==> config.mk <==
export PLATFORM = sky130hd
export DESIGN_NAME = imem_arb
export DESIGN_NICKNAME = d
export VERILOG_FILES = /design/src/rtl/imem_arb.sv
export SDC_FILE = /design/constraint.sdc
export NUM_CORES = 1
export LEC_CHECK = 0
export ABC_AREA = 1
export ABC_CLOCK_PERIOD_IN_PS = 2600
export BUFFER_PORTS_ARGS = -buffer_cell sky130_fd_sc_hd__buf_2
export CAP_MARGIN = 0
export CORE_MARGIN = 5
export CORE_UTILIZATION = 47
export CTS_CLUSTER_SIZE = 40
export DETAILED_ROUTE_END_ITERATION = 10
export PLACE_DENSITY = 0.79
export REMOVE_ABC_BUFFERS = 1
export SLEW_MARGIN = 20
export SYNTH_ARGS = -nofsm -noshare
export SYNTH_HDL_FRONTEND = slang
export SYNTH_SLANG_ARGS = --single-unit
==> constraint.sdc <==
create_clock -name clk -period 2.6 [get_ports clk]
set_clock_uncertainty 0.15 [all_clocks]
set_input_delay 0.13 -clock clk [delete_from_list [all_inputs] [get_ports clk]]
set_output_delay 0.13 -clock clk [all_outputs]
set_load 0.005 [all_outputs]
==> src/rtl/imem_arb.sv <==
// Fetch/debug arbiter for the single imem read port; fetch has priority, registered read data.
// Optional starvation guard enabled by defining IMEM_ARB_STARVE_EN.
module imem_arb #(
    parameter int ADDR_W     = 10,
    parameter int STARVE_MAX = 4
) (
    input  logic              clk,
    input  logic              rst,
    input  logic              if_req,
    input  logic [ADDR_W-1:0] if_addr,
    output logic              if_gnt,
    output logic              if_rvalid,
    output logic [31:0]       if_rdata,
    input  logic              dbg_req,
    input  logic [ADDR_W-1:0] dbg_addr,
    output logic              dbg_gnt,
    output logic              dbg_rvalid,
    output logic [31:0]       dbg_rdata,
    output logic [ADDR_W-1:0] mem_addr,
    input  logic [31:0]       mem_data
);

    typedef enum logic [1:0] {
        IDLE  = 2'd0,
        FETCH = 2'd1,
        DBG   = 2'd2
    } owner_t;

    owner_t            owner_reg, owner_next;
    logic [ADDR_W-1:0] last_addr_reg;
    logic [1:0]        gnt;            // bit 0 fetch, bit 1 debug
    logic              force_dbg;

`ifdef IMEM_ARB_STARVE_EN
    logic [3:0] starve_cnt_reg;

    // Counts cycles debug lost to fetch; any other outcome restarts the count.
    always_ff @(posedge clk or posedge rst) begin
        if (rst) begin
            starve_cnt_reg <= 4'd0;
        end else if (dbg_req && gnt[0]) begin
            if (starve_cnt_reg != 4'(STARVE_MAX)) begin
                starve_cnt_reg <= starve_cnt_reg + 4'd1;
            end
        end else begin
            starve_cnt_reg <= 4'd0;
        end
    end

    assign force_dbg = (starve_cnt_reg == 4'(STARVE_MAX));
`else
    assign force_dbg = 1'b0;
`endif

    // Grants are held low during reset so nothing is captured while rst is high.
    always_comb begin
        gnt = 2'b00;
        if (!rst) begin
            if (dbg_req && (!if_req || force_dbg)) begin
                gnt[1] = 1'b1;
            end else if (if_req) begin
                gnt[0] = 1'b1;
            end
        end
    end

    assign if_gnt  = gnt[0];
    assign dbg_gnt = gnt[1];

    always_comb begin
        mem_addr = last_addr_reg;
        if (gnt[1]) begin
            mem_addr = dbg_addr;
        end else if (gnt[0]) begin
            mem_addr = if_addr;
        end
    end

    always_ff @(posedge clk or posedge rst) begin
        if (rst) begin
            last_addr_reg <= '0;
        end else if (|gnt) begin
            last_addr_reg <= mem_addr;
        end
    end

    always_comb begin
        owner_next = IDLE;
        if (gnt[0]) begin
            owner_next = FETCH;
        end else if (gnt[1]) begin
            owner_next = DBG;
        end
    end

    always_ff @(posedge clk or posedge rst) begin
        if (rst) begin
            owner_reg <= IDLE;
        end else begin
            owner_reg <= owner_next;
        end
    end

    // The rvalid pulses come straight from the state, so reset drops them at once.
    assign if_rvalid  = (owner_reg == FETCH);
    assign dbg_rvalid = (owner_reg == DBG);

    generate
        for (genvar gi = 0; gi < 2; gi++) begin : g_port
            logic [31:0] rdata_reg;

            always_ff @(posedge clk or posedge rst) begin
                if (rst) begin
                    rdata_reg <= 32'h0;
                end else if (gnt[gi]) begin
                    rdata_reg <= mem_data;
                end
            end
        end
    endgenerate

    assign if_rdata  = g_port[0].rdata_reg;
    assign dbg_rdata = g_port[1].rdata_reg;

endmodule

-- After elaboration in Yosys (flattened, before gate mapping)
Cells that the tools add are included.
- word-level logic and storage cells: 17
- output and inout bits: 78
- bits in registers: 76
- input bits: 56
- reductions and logical operators: 3
- equality and inequality tests: 2
- mux-type cells: 8
- operator list (cell ; count):
    $mux 10 ; 2
    $mux 2 ; 3
    $mux 1 ; 3
    $eq 2x1->1 const B ; 1
    $eq 2x2->1 const B ; 1
    $reduce_or 2->1 ; 1
    $logic_and 1x1->1 ; 1
    $logic_not 1->1 ; 1

-- Longest topological paths before layout
- depth after elaboration: 6
- gate-level depth with buffers: 6
- gate-level depth less buffers: 5

-- Worst setup path before layout
No wires, ideal clock.
- kind: input to output
- from: input port rst
- to: output port mem_addr[0]
- path slack: 0.629 ns
- buffers on the path: 1
- arrival: 1.691 ns
- required time: 2.320 ns
- stages: 4
- cells stage by stage: inv_2 -> buf_2 -> nand4_1 -> nand3_1
- cells in the longest elaborated chain, start to end: 3
- RTL lines (item ; line ; source):
    from (decl) ; 8 ; input logic rst,
    $mux 2 (*) ; 58 ; if (!rst) begin
    $mux 10 ; 74 ; end else if (gnt[0]) begin
    $mux 10 (*) ; 72 ; if (gnt[1]) begin
    to (decl) ; 19 ; output logic [ADDR_W-1:0] mem_addr,
Mark *: on every way between the ends. The rest lies on a longest branch, timed or not.

-- Worst setup path in the final report
- from: input port rst
- to: register last_addr_reg[9]
- cells in the longest elaborated chain, start to end: 3
- elaborated cells between the ends (all ways): 4
- classes of those cells: mux: 3; reduce/logical: 1
- RTL lines (item ; line ; source):
    $mux 2 (*) ; 58 ;
    $mux 10 ; 74 ;
    $mux 10 ; 72 ;
    to (signal assigned) ; 83 ; last_addr_reg <= mem_addr;
    to (decl) ; 30 ; logic [ADDR_W-1:0] last_addr_reg;
Marked as above.
A chain may end at the register's enable or synchronous reset.

==> impl.org <==
** Outcome
- Outcome :: finished clean

** Placement
- In this run the tool buffered the top-level ports with 133 buffer cells.
- Timing analysis after detailed placement gives a worst setup slack of 0.8045 ns.
- Half-perimeter wire length of the detailed placement result :: 5369 µm
- Final weighted congestion in routability-driven placement :: 0.7559
- # placed instances :: 514
- Placed Area :: 3825 µm²

** Synthesis
- Count of state elements after synthesis :: 76
- Cell accounting for the most synthesized area :: sky130_fd_sc_hd__dfrtp_1
- Count of warnings emitted by yosys :: 0
- The average instance in the mapped netlist occupies 9.974 µm².
- By count the netlist is led by sky130_fd_sc_hd__dfrtp_1, sky130_fd_sc_hd__nand2_1, sky130_fd_sc_hd__inv_1.
- Counting flops with an async set or reset pin after synthesis yields a share of 100.0%.
- Area of the mapped netlist :: 3162 µm²
- Among all flip-flop cells after synthesis, the most frequent one is sky130_fd_sc_hd__dfrtp_1.
- Sequential cells were found to cover 60.15% of the synthesized design area.
- By area the synthesized netlist is led by sky130_fd_sc_hd__dfrtp_1, sky130_fd_sc_hd__nand2_1, sky130_fd_sc_hd__o21ai_0.
- Number of flops mapped to enable cells by yosys :: 0
- In the post-synthesis netlist, the cell with the most instances is sky130_fd_sc_hd__dfrtp_1.
- After synthesis, the netlist uses 17 different library cells.
- Of the post-synthesis cell area, the dominant cell type holds 60.15%.
- In the synthesized netlist, the number of instances is 317.

** Detailed routing
- Overall via count from detail_route :: 2829
- Final routed wirelength across all metal layers :: 8370 µm
- After detailed routing, the average wire length per cell comes to 14.36 µm.
- Number of vias per cell after detailed routing :: 4.852
- In the routed design, unresolved DRC markers number 0.
- Count of antenna-violating nets left after detailed routing :: 0
- In this run, the number of DRC markers left after iteration 0 of detailed routing was 119.
- The pre-antenna-repair detailed-routing pass consisted of 4 iterations.

** Timing
- Dividing the final minimum period by the clock period gives 92.13%.
- Setup slack closes at 0.2046 ns.
- RSZ-0062 raised after global routing :: false
- Final setup violation count :: 0
- For the pin with the worst max-slew slack, the measured transition is 0.6784 ns.
- Worst Hold Margin :: 0.3311 ns
- The number of hold-slack violations in the final timing report is 0.
- Total count of max-transition violations in the final report :: 0
- Derived from the worst setup path, the maximum achievable clock frequency is 0.4175 GHz.
- Min cycle time layout :: 2.395 ns
- In this run the tightest slew margin relative to its limit is 54.72%.

** Run
- Max-Cap Viols :: 0

** Clock network
- The clock passes through at most 2 buffers.
- After clock tree synthesis, the clock-pin slew on the worst setup and hold paths is 0.08 ns.
- Clock tree from TritonCTS :: built
- The later pin in the worst-skew pair is clocked with a latency of 0.33 ns.
- The clock net in this run drives a total of 76 sinks.
- H-tree depth :: 3
- Buffers inserted during post-CTS setup optimization :: 0
- In this run the clock root is driven by a sky130_fd_sc_hd__clkbuf_8.
- Number of buffers created by CTS :: 9

** Power and ir drop
- Proportion of power drawn by flip-flops and latches :: 46.4%
- Of the total power, the clock network draws 34.2%.
- Leakage :: 0.002527 µW
- Logic gate share of total power :: 19.4%
- Switching Fraction :: 26.02%
- The internal power of the cells totals 2283 µW.
- Worst VDD drop :: 0.0003784 V
- Switching power :: 803.0 µW
- Power spread over the standard cell area amounts to 671.6 nW/µm².

** Finish
- Share of final-layout standard cells stronger than drive strength 1 :: 37.75%
- Post-Layout Cell Count :: 583
- Final design instance area without fill :: 4594 µm²
- 0 antenna diodes ended up in the layout.
- Counting the fill cells in the layout gives 467.
- After the last flow step, the layout net total stands at 557.
- Synthesis-to-finish area growth :: 45.31%
- Once layout is complete, the utilization of the core stands at 71.14%.

** Die
- The die is 92.02 µm tall.
- For this configuration, the core starts out at a cell density of 48.95%.
- Row Count :: 29
- The die covers 8468 µm².
- Core footprint :: 6459 µm²
- 134 I/O pins were placed.
- Die outline width :: 92.02 µm

** Min path
- Hold worst-path end :: if_rdata[28]$_DFFE_PP0P_
- In this run the worst hold path is classified as reg2reg.
- Along the worst hold path, the cell count comes to 2.
- Worst hold path startpoint :: if_rdata[28]$_DFFE_PP0P_

** Setup path
- Setup slack on the worst reg-to-reg path comes out at 1.18 ns.
- Along the worst path, the maximum fanout reaches 45.
- STA puts the critical path data required time at 2.66 ns.
- Category of the worst setup path capture point :: register
- Critical path class :: in2reg
- Critical path origin :: rst
- The endpoint identified for the worst register-to-register timing path is last_addr_reg[9]$_DFFE_PP0P_.
- Critical path arrival :: 2.45 ns
- Reg-to-reg startpoint :: last_addr_reg[9]$_DFFE_PP0P_
- Worst Setup Start Kind :: input pin
- Cell count of the worst reg-to-reg path :: 3

** Global route
- The number of global-route vias before repair came to 2932.
- Pin count of the biggest net entering global routing :: 46
- The initial antenna violation count came to 0.
- Overall routing resource usage :: 20.22%
- Overflow left after global routing :: 0
- The first global-routing pass estimated 13860 µm of wire.
worst max path at each step:
stage / endpoint / slack (ns)
after detailed placement: dbg_rdata[11]$_DFFE_PP0P_ / 0.80
after global routing: last_addr_reg[9]$_DFFE_PP0P_ / 0.05
after floorplan: dbg_rdata[11]$_DFFE_PP0P_ / -0.45
after CTS: last_addr_reg[7]$_DFFE_PP0P_ / 0.22
final: last_addr_reg[9]$_DFFE_PP0P_ / 0.20
after global placement: dbg_rdata[12]$_DFFE_PP0P_ / 0.83
critical path: stages:
cell and delay, ns:
sky130_fd_sc_hd__dlygate4sd3_1 0.53, sky130_fd_sc_hd__buf_2 0.13, sky130_fd_sc_hd__clkinv_2 0.06, sky130_fd_sc_hd__buf_4 0.44, sky130_fd_sc_hd__nand2_2 0.30, sky130_fd_sc_hd__nand3_1 0.18, sky130_fd_sc_hd__nand3_1 0.09, sky130_fd_sc_hd__dlygate4sd3_1 0.58
layout make-up:
type | count | area [µm²] | area share (%)
Multi-Input combinational cell | 183 | 955.9 | 20.81
Inverter | 39 | 147.6 | 3.214
Clock buffer | 9 | 123.9 | 2.696
Tap cell | 77 | 96.34 | 2.097
Timing Repair Buffer | 192 | 1254 | 27.29
Sequential cell | 76 | 1902 | 41.39
Clock inverter | 7 | 115.1 | 2.505
layout by cell type, fill, tap and decap left out:
cell type	count
sky130_fd_sc_hd__bufinv_16	3
sky130_fd_sc_hd__nor2_1	2
sky130_fd_sc_hd__dfrtp_1	76
sky130_fd_sc_hd__nand2_2	8
sky130_fd_sc_hd__clkinv_2	3
sky130_fd_sc_hd__clkinvlp_4	2
sky130_fd_sc_hd__nand4_1	10
sky130_fd_sc_hd__buf_4	5
sky130_fd_sc_hd__inv_2	1
sky130_fd_sc_hd__dlygate4sd3_1	53
sky130_fd_sc_hd__nand3_1	25
sky130_fd_sc_hd__nand2_1	68
sky130_fd_sc_hd__o21ai_2	20
sky130_fd_sc_hd__clkbuf_8	9
sky130_fd_sc_hd__o21ai_1	9
sky130_fd_sc_hd__o21ai_0	35
sky130_fd_sc_hd__buf_12	1
sky130_fd_sc_hd__inv_1	37
sky130_fd_sc_hd__nand3_2	6
sky130_fd_sc_hd__buf_2	133
metal layers:
metal,wire (µm),track usage (%)
met1,3280,23.37
met3,395,3.110
met5,0,0
met2,4480,36.56
met4,214,9.777
cells by family (layout without fill, tap and decap cells):
group / count (synthesis) / count (layout) / share of synthesized area (%)
compound gates: 64 / 64 / 12.50
buf+inv: 58 / 247 / 9.616
flops: 76 / 76 / 60.15
simple gates: 119 / 119 / 17.73
per-stage QoR:
step	TNS, ns	power, µW
after floorplan	-23.06	1689
after global placement	0	1952
after detailed placement	0	1972
after CTS	0	3112
after global routing	0	3263
final	0	3086
power by group through the flow:
stage	clock (µW)	sequential (µW)	combinational, µW
3_5_place_dp	0	1450	521
3_3_place_gp	0	1450	504
4_1_cts	1080	1430	600
2_1_floorplan	0	1460	230
5_1_grt	1140	1450	673
6_report	1050	1430	598
what timing repair did:
action,CTS,global route
setup endpoints to repair,0,0
endpoints found under the hold margin,107,0
resized for setup,0,0
hold buffers,53,0
No activity file was read; power rests on OpenSTA's default activity.
